$ cat src/rtl/inst_fetch_unit.sv
// inst_fetch_unit: sequential instruction fetch into a DEPTH-entry prefetch FIFO with redirect and halt.
module inst_fetch_unit #(
    parameter int unsigned DEPTH    = 4,
    parameter logic [31:0] RESET_PC = 32'd0
) (
    input  logic        clk,
    input  logic        rst_n,
    output logic [31:0] imem_addr,
    input  logic [31:0] imem_data,
    input  logic        redirect_valid,
    input  logic [31:0] redirect_pc,
    input  logic        halt,
    output logic        out_valid,
    input  logic        out_ready,
    output logic [31:0] out_inst,
    output logic [31:0] out_pc,
    output logic [4:0]  level
);
    localparam int PW = (DEPTH > 1) ? $clog2(DEPTH) : 1;
    logic [31:0]   fetch_pc;
    logic [PW-1:0] head, tail;
    logic [31:0]   mem_pc   [DEPTH];
    logic [31:0]   mem_inst [DEPTH];
    logic          pop, push;
    assign imem_addr = fetch_pc;
    assign out_valid = level != 5'd0;
    assign out_inst  = out_valid ? mem_inst[head] : 32'd0;
    assign out_pc    = out_valid ? mem_pc[head] : 32'd0;
    assign pop       = out_valid & out_ready & ~redirect_valid;
    assign push      = ~redirect_valid & ~halt & ((level < 5'(DEPTH)) | pop);
    always_ff @(posedge clk or negedge rst_n) begin
        if (!rst_n) begin
            fetch_pc <= RESET_PC;
            head     <= '0;
            tail     <= '0;
            level    <= '0;
        end else if (redirect_valid) begin
            fetch_pc <= redirect_pc;
            head     <= '0;
            tail     <= '0;
            level    <= '0;
        end else begin
            fetch_pc <= push ? fetch_pc + 32'd1 : fetch_pc;
            tail     <= push ? tail + PW'(1) : tail;
            head     <= pop ? head + PW'(1) : head;
            level    <= level + 5'(push) - 5'(pop);
        end
    end
    always_ff @(posedge clk) begin
        if (push) begin
            mem_pc[tail]   <= fetch_pc;
            mem_inst[tail] <= imem_data;
        end
    end
endmodule

$ cat config.mk
export PLATFORM = sky130hd
export DESIGN_NAME = inst_fetch_unit
export DESIGN_NICKNAME = d
export VERILOG_FILES = /design/src/rtl/inst_fetch_unit.sv
export SDC_FILE = /design/constraint.sdc
export NUM_CORES = 1
export LEC_CHECK = 0
export ABC_AREA = 1
export CORE_ASPECT_RATIO = 0.5
export CORE_MARGIN = 2
export CORE_UTILIZATION = 55
export DETAILED_ROUTE_END_ITERATION = 10
export PLACE_DENSITY_LB_ADDON = 0.08
export SLEW_MARGIN = 25
export SYNTH_ARGS = -nofsm -noshare
export SYNTH_HDL_FRONTEND = slang
export SYNTH_SLANG_ARGS = --single-unit
$ cat constraint.sdc
create_clock -name clk -period 5.53 [get_ports clk]
set_clock_uncertainty 0.05 [all_clocks]
set_input_delay 0.8295 -clock clk [delete_from_list [all_inputs] [get_ports clk]]
set_output_delay 0.8295 -clock clk [all_outputs]
set_load 0.005 [all_outputs]
==> flow_summary.toml, run 1 <==
[status]
status = "finished clean"

[sta]
fin_ws_ps = 1063
period_minus_slack_ps = 4467
tns_ps = 0
hold_viol = 0
rsz0062_at_grt = "false"
relSlewSlack_pct = 34.55
setup_viol = 0
fmax_ghz = 0.2239
worst_slew_pin_slew_ps = 979.4
fin_crit_sh_pct = 80.78
slew_violations = 0

[synth]
synth-seq-cells = 297
synth_simple_gate_area_share_pct = 18.08
ys_warn_count = 0
ys_types = 28
synth_top_family_by_area = "simple AND/OR/NAND/NOR gates"
synth_xor_area_share_pct = 0.4740
syn_area_sq_um = 12930
synth_compound_area_share_pct = 8.677
synth_mux_area_share_pct = 0
syn-num-nets = 1310
synth_area_per_cell_sq_um = 10.53
ys_seq_area_share_pct = 67.36
synthAdderAreaFrac_pct = 1.316
yosys_most_used_dff = "edfxtp_1"
synth_cells = 1228
synth_edf_count = 256
ys_async_sr_fraction_pct = 13.80

[critical_path]
r2r_end = "mem_inst[1][29]"
crit_path_max_fanout = 61
regToRegStartpoint = "level[2]"
crit_path_top_delay_cell = "dfrtp_4"
cp_num_buf_inv = 3
crit_arrival_ps = 3590
cpLargestDelayFamily = "buffers and inverters"
endpoint_kind = "primary output"
reg2reg_slack_ps = 2340
crit_type = "flop to primary output"
start_kind = "flop"
r2r_cells = 10
slowest_delay_ps = 850
path_cells = "clkinv_2 > buf_4 > o21ai_0 > a21oi_1 > clkdlybuf4s50_1"
crit_required_ps = 4650

[final_layout]
drive_gt1_share_pct = 5.663
fillCellCount = 1721
num_antenna_cells = 0
fin_nets = 1459
final_area_sq_um = 15740
fin_cells = 1702
regArea_sq_um = 8718
multiInputGateArea_sq_um = 3722
area_delta_synth_final_pct = 21.69

[cts]
cts_setup_buffers = 0
insertion_delay_ps = 530
post_cts_resized = 0
htreeDepth = 1
hold_buffers = 0
cts_tree = "built"
numCtsBuffers = 26
ctsRootBufferMaster = "clkbuf_16"
clk_pin_slew_ps = 70
clock_sinks = 297
cts_buffer_depth = 3

[placed_design]
placement.cell_area_sq_um = 14890
place_ws_ps = 1668
routabilityCongestion = 0.8159
dp_hpwl_mm = 18.51
io_buffers = 170
place_inst = 1656

[routing]
routed_wl_mm = 30.83
drc = 0
vias = 9404
detail_route.first_pass.iterations = 6
avgViaCountPerCell = 5.525
ant_nets = 0
drt_iter0_drc = 820
wl_per_cell_um = 18.11

[grt]
grt_pass1_vias = 9254
grt.total_usage_pct = 24.64
gr-total-overflow = 0
grt_max_degree = 70
antenna_found_initial = 0
grt_pass1_wl_mm = 48.18

[power_and_ir_drop]
p_leak_nw = 5.745
ir_drop_uv = 318.1
cellPowerDensity_nw_per_um2 = 459.4
p_total_mw = 7.231

[floorplanning]
chipWidth_um = 220.9
row_count = 39
die_y_um = 112.4
fp.dieArea_sq_um = 24840
core_area_sq_um = 22930
ios = 171
initial_core_util_pct = 56.40

[job]
maxCapViolCount = 0

[min_path]
holdCritPathClass = "input pin to asynchronous set/reset pin"
-- placed cells by master (no fill, tap or decap), drive strengths merged --
cell           count
xor2               4
buf               13
xnor2              3
o21a               1
clkinv             8
o21bai             9
ha                12
nor3               1
inv               62
edfxtp           256
a31oi              1
fa                 1
nand3             83
nand4              1
nand2            171
dfrtp             41
nand3b             1
clkbuf            36
bufinv             3
a21oi             68
o21ai            140
nor2             311
clkdlybuf4s50    169
-- logic make-up after synthesis --
family	count (synthesis)
compound gates	219
xor+xnor	7
fa+ha+maj	13
buf+inv	124
flops	297
simple gates	568
-- Yosys cell counts (all sizes together) (4+ instances only) --
master    n  area (sq um)
inv      63         236.5
dfrtp    41          1026
clkbuf   22         82.58
nand2   171         676.9
edfxtp  256          7687
xor2      4         35.03
nand3    83         415.4
ha       12         150.1
a21oi    68         340.3
o21ai   140         700.7
buf      39         210.2
o21bai    9         67.56
nor2    311          1227
-- worst max path at each step --
| stage | endpoint | depth (start not counted) | slack (ps) | startpoint |
|---|---|---|---|---|
| 4_1_cts | out_pc[28] | 5 | 1040 | head[0] |
| 3_5_place_dp | mem_pc[1][4] | 5 | 1670 | redirect_valid |
| 2_1_floorplan | mem_inst[0][0] | 10 | 1040 | level[2] |
| 5_1_grt | out_pc[19] | 5 | 810 | head[0] |
| 3_3_place_gp | mem_pc[1][3] | 5 | 1700 | redirect_valid |
| 6_report | out_pc[28] | 5 | 1060 | head[0] |
-- registers in the layout, summed over array words and instances, names as in the netlist --
register   cells
head           2
mem_pc       128
tail           2
mem_inst     128
level          5
imem_addr     32
-- final cells by class --
type	count	area share [%]
Sequential cell	297	55.39
Multi-Input combinational cell	807	23.65
Timing Repair Buffer	182	11.61
Clock buffer	36	4.634
Tap cell	307	2.440
Inverter	63	1.510
Clock inverter	10	0.7711
-- power breakdown --
group | switching, mW | internal [mW]
registers | 0.281 | 2.73
clock network | 0.775 | 1.06
logic | 1.26 | 1.13
total | 2.32 | 4.91
-- layer usage --
layer / track usage, % / up-vias / part of all wire (%)
li1: - / 4482 / -
met1: 34.51 / 4550 / 43
met2: 42.15 / 338 / 48
met3: 3.351 / 34 / 7.7
met4: 4.519 / 0 / 1.3
met5: 0 / - / 0
-- through the flow --
| stage | hold slack (ps) | util (%) |
|---|---|---|
| 3_3_place_gp | 556.9 | 64.91 |
| 3_5_place_dp | 589.9 | 64.91 |
| 6_report | 239.4 | 68.63 |
| 2_1_floorplan | 483.9 | - |
| 5_1_grt | 290.3 | 68.63 |
| 4_1_cts | 456.1 | 68.62 |
No activity file was read; power rests on OpenSTA's default activity.
==> run 2, diff against run 1 <==
--- a/config.mk
+++ b/config.mk
@@ -8,7 +8,7 @@
 export ABC_AREA = 1
 export CORE_ASPECT_RATIO = 0.5
 export CORE_MARGIN = 2
-export CORE_UTILIZATION = 55
+export CORE_UTILIZATION = 50
 export DETAILED_ROUTE_END_ITERATION = 10
 export PLACE_DENSITY_LB_ADDON = 0.08
 export SLEW_MARGIN = 25
==> constraint.sdc (replaced) <==
create_clock -name clk -period 3.6 [get_ports clk]
set_clock_uncertainty 0.05 [all_clocks]
set_input_delay 0.54 -clock clk [delete_from_list [all_inputs] [get_ports clk]]
set_output_delay 0.54 -clock clk [all_outputs]
set_load 0.005 [all_outputs]
==> run 2 against run 1 <==
Compared with the run above: total power grew 53%; utilization decreased by 5.8 points; final cell count increased by 3.0%; sequential power increased by 50%; combinational power rose by 60%; worst hold slack gained 230 ps; via count down 1.1%; worst setup slack worse by 740 ps; critical endpoint is now out_pc[17]; critical path depth rose by 1; register-to-register slack got worse by 1400 ps; sequential share of layout area fell by 0.48 points.
==> flow_summary.toml, run 2 (synthesized netlist as in run 1, its figures left out) <==
[status]
status = "finished clean"

[critical_path]
worst-path-stages = 6
cp_num_buf_inv = 2
path_cells = "buf_12 > nor2_1 > nor2_1 > o21ai_0 > a21oi_1 > clkdlybuf4s50_1"
endpoint_kind = "primary output"
crit_path_top_delay_cell = "clkdlybuf4s50_1"
crit_arrival_ps = 2690
start_kind = "flop"
r2r_cells = 15
crit_type = "flop to primary output"
cp_common_cell = "nor2_1"
crit_required_ps = 3010
cpLargestDelayFamily = "buffers and inverters"
slowest_delay_ps = 570
crit_path_max_fanout = 128

[grt]
antenna_found_initial = 0
met3_usage_pct = 3.367
use_met2_pct = 38.30
gr-total-overflow = 0
met1_usage_pct = 32.71
grt.total_usage_pct = 22.98
grt_pass1_wl_mm = 48.94
grt_pass1_vias = 9055
grt_max_degree = 129
busiest_layer = "met2"

[sta]
hold_viol = 0
fin_crit_sh_pct = 90.99
tns_ps = 0
fmax_ghz = 0.3053
rsz0062_at_grt = "false"
slew_violations = 0
period_minus_slack_ps = 3276
worst_slew_pin_slew_ps = 870.3
relSlewSlack_pct = 41.98
setup_viol = 0

[floorplanning]
core_area_sq_um = 25290
chipWidth_um = 231.5
die_y_um = 117.7
initial_core_util_pct = 51.15
ios = 171
row_count = 41
fp.dieArea_sq_um = 27250

[cts]
clock_sinks = 297
htreeDepth = 1
cts_setup_buffers = 0
numCtsBuffers = 27
clk_pin_slew_ps = 60
ctsRootBufferMaster = "clkbuf_16"
insertion_delay_ps = 540
cts_tree = "built"
cts_buffer_depth = 3

[min_path]
holdCritPathClass = "input pin to asynchronous set/reset pin"

[final_layout]
area_delta_synth_final_pct = 22.75
fillCellCount = 2063
fin_cells = 1753
fin_nets = 1470
layout_common_cells = "295 x nor2_1, 256 x edfxtp_1, 169 x clkdlybuf4s50_1"
final_common_cell = "nor2_1"
num_antenna_cells = 0
drive_gt1_share_pct = 6.317

[power_and_ir_drop]
ir_drop_uv = 381.0
cellPowerDensity_nw_per_um2 = 696.8
p_leak_nw = 5.788

[routing]
vias = 9298
drc = 0
detail_route.first_pass.iterations = 5
wl_per_cell_um = 17.81
ant_nets = 0
drt_iter0_drc = 707
avgViaCountPerCell = 5.304
routed_wl_mm = 31.23

[placed_design]
routabilityCongestion = 0.8663
io_buffers = 170
place_inst = 1702
dp_hpwl_mm = 18.77

[job]
maxCapViolCount = 0
-- run 2: metal layers --
layer	part of all wire, %	vias to the layer above
li1	-	4503
met3	4.5	30
met4	1.3	0
met5	0	-
met2	48	192
met1	46	4573
-- run 2: path summary, 6_finish.rpt --
kind                            startpoint             to  slack, ps
setup / recovery                   head[0]     out_pc[17]        320
hold / removal                       rst_n       level[0]        470
setup reg to reg                  level[3]       level[4]        900
hold reg to reg              imem_addr[30]  mem_pc[1][30]        590
max in group asynchronous            rst_n        head[0]       2570
min in group clk           redirect_pc[13]  imem_addr[13]        510
-- run 2: power breakdown --
part	total, mW	internal, mW	switching (mW)
Sequential	4.53	4.18	0.346
Combinational	3.83	1.83	2.00
Clock	2.71	1.48	1.22
-- run 2: timing repair --
action / in CTS / in global routing
hold buffers: 0 / 1
resized for setup: 0 / 0
endpoints found under the hold margin: 0 / 41
-- run 2: layout make-up --
| type | instances | area [sq um] | area share [%] |
|---|---|---|---|
| clock buffer | 39 | 730.7 | 4.602 |
| multi-input combinational | 807 | 3722 | 23.44 |
| inverter | 63 | 237.7 | 1.497 |
| clock inverter | 11 | 83.83 | 0.5280 |
| tap | 344 | 430.4 | 2.711 |
| sequential | 297 | 8718 | 54.91 |
| timing repair buffer | 192 | 1954 | 12.31 |
-- run 2: stage by stage --
step	hold WS, ps	setup slack (ps)	utilization [%]	power, mW	cell area (sq um)
after global placement	552.3	778.4	59.51	8.390	15050
after CTS	117.0	281.3	62.73	11.16	15870
after floorplan	194.4	-894.3	-	6.319	12930
after global routing	507.0	154.9	62.78	11.67	15880
after detailed placement	576.2	713.9	59.51	8.453	15050
final	465.7	324.3	62.78	11.06	15880
==> run 3, diff against run 2 <==
--- a/config.mk
+++ b/config.mk
@@ -8,8 +8,9 @@
 export ABC_AREA = 1
 export CORE_ASPECT_RATIO = 0.5
 export CORE_MARGIN = 2
-export CORE_UTILIZATION = 50
+export CORE_UTILIZATION = 55
 export DETAILED_ROUTE_END_ITERATION = 10
+export DONT_BUFFER_PORTS = 1
 export PLACE_DENSITY_LB_ADDON = 0.08
 export SLEW_MARGIN = 25
 export SYNTH_ARGS = -nofsm -noshare
==> run 3 against run 2 <==
Compared with the run above: worst hold slack worse by 420 ps; routed wire length down 3.7%; first-iteration DRC count rose by 18%; critical endpoint is now out_inst[22]; largest cell class unchanged.
==> flow_summary.toml, run 3 (synthesized netlist as in run 1, its figures left out) <==
[power_and_ir_drop]
switching_share_pct = 34.74
internal-power_mw = 6.446
p_leak_nw = 5.133
netSwitchingPower_mw = 3.431
pwr-share-clk_pct = 27.8
cellPowerDensity_nw_per_um2 = 698.1
seqPwrFrac_pct = 47.1
share_comb_of_total_power_pct = 25.1
p_total_mw = 9.878
ir_drop_uv = 367.4

[critical_path]
crit_type = "flop to primary output"
crit_required_ps = 3010
crit_path_max_fanout = 50
start_kind = "flop"
endpoint_kind = "primary output"
crit_arrival_ps = 2420

[cts]
cts_buffer_depth = 3
clock_sinks = 297
hold_buffers = 3
numCtsBuffers = 26
insertion_delay_ps = 550
post_cts_resized = 0
cts_tree = "built"
ctsRootBufferMaster = "clkbuf_16"
cts_setup_buffers = 0
clk_pin_slew_ps = 70
htreeDepth = 1

[final_layout]
multiInputGateArea_sq_um = 3722
fillCellCount = 1848
drive_gt1_share_pct = 6.732
area_delta_synth_final_pct = 9.383
fin_nets = 1296
layout_common_cells = "295 x nor2_1, 256 x edfxtp_1, 163 x nand2_1"
final_common_cell = "nor2_1"
regArea_sq_um = 8718
num_antenna_cells = 0
final_core_util_pct = 61.69

[routing]
routed_wl_mm = 30.07
ant_nets = 0
avgViaCountPerCell = 5.677
drc = 0
vias = 8743
wl_per_cell_um = 19.52
drt_iter0_drc = 832
detail_route.first_pass.iterations = 5

[placed_design]
routabilityCongestion = 0.8233
dp_hpwl_mm = 17.97
io_buffers = 0

[sta]
period_minus_slack_ps = 3013
fin_crit_sh_pct = 83.70
slew_violations = 0
relSlewSlack_pct = 49.62
setup_viol = 0
rsz0062_at_grt = "false"
worst_slew_pin_slew_ps = 755.7
hold_viol = 0
fmax_ghz = 0.3319

[floorplanning]
initial_core_util_pct = 56.40
fp.dieArea_sq_um = 24840
ios = 171
row_count = 39
chipWidth_um = 220.9
core_area_sq_um = 22930
die_y_um = 112.4

[grt]
grt.total_usage_pct = 24.44
grt_max_degree = 85
gr-total-overflow = 0
grt_pass1_vias = 8363
antenna_found_initial = 0
grt_pass1_wl_mm = 47.22

[status]
status = "finished clean"

[job]
maxCapViolCount = 0

[min_path]
holdCritPathClass = "input pin to flop"
## run 3: power groups by stage
stage	sequential, mW	clock, mW	combinational (mW)
after global placement	4.70	0	2.45
after floorplan	4.49	0	1.83
final	4.65	2.74	2.48
after global routing	4.71	2.96	2.78
after CTS	4.65	2.80	2.51
after detailed placement	4.72	0	2.49
## run 3: metrics by stage
stage / setup slack (ps) / cell area (sq um) / setup TNS (ps) / hold WS (ps) / cells
after floorplan: -894.3 / 12930 / -228940 / 194.4 / 1228
after global placement: 979.4 / 13280 / 0 / 195.3 / 1490
after detailed placement: 871.0 / 13280 / 0 / 195.3 / 1490
after CTS: 571.5 / 14150 / 0 / 17.61 / 1540
after global routing: 396.5 / 14150 / 0 / 11.16 / 1540
final: 586.7 / 14150 / 0 / 42.49 / 1540
## run 3: layer usage
layer  GRT usage (%)  routed length (um)
met2           39.48               13840
met4           3.982                 383
met5               0                   0
met3           6.361                2430
met1           34.34               13410
## run 3: final timing paths
kind	slack [ps]	cells past startpoint	start	to
max	590	5	head[0]	out_inst[22]
min	40	0	imem_data[22]	mem_inst[2][22]
min reg2reg	600	2	tail[1]	tail[1]
min in group asynchronous	390	2	rst_n	level[2]
max reg2reg	890	15	level[3]	level[4]
max in group asynchronous	2870	2	rst_n	head[0]
## run 3: area by class of cell
| type | count | share of cell area (%) |
|---|---|---|
| timing repair buffer | 19 | 1.839 |
| clock inverter | 14 | 0.8313 |
| clock buffer | 33 | 5.005 |
| multi-input combinational | 807 | 26.31 |
| tap | 307 | 2.715 |
| sequential | 297 | 61.62 |
| inverter | 63 | 1.680 |
## run 3: critical path, cell delays in order (launching register included)
cell and delay (ps):
dfrtp_4 810, buf_4 420, nor2_1 80, nor2_1 110
o21ai_0 130, a21oi_1 280
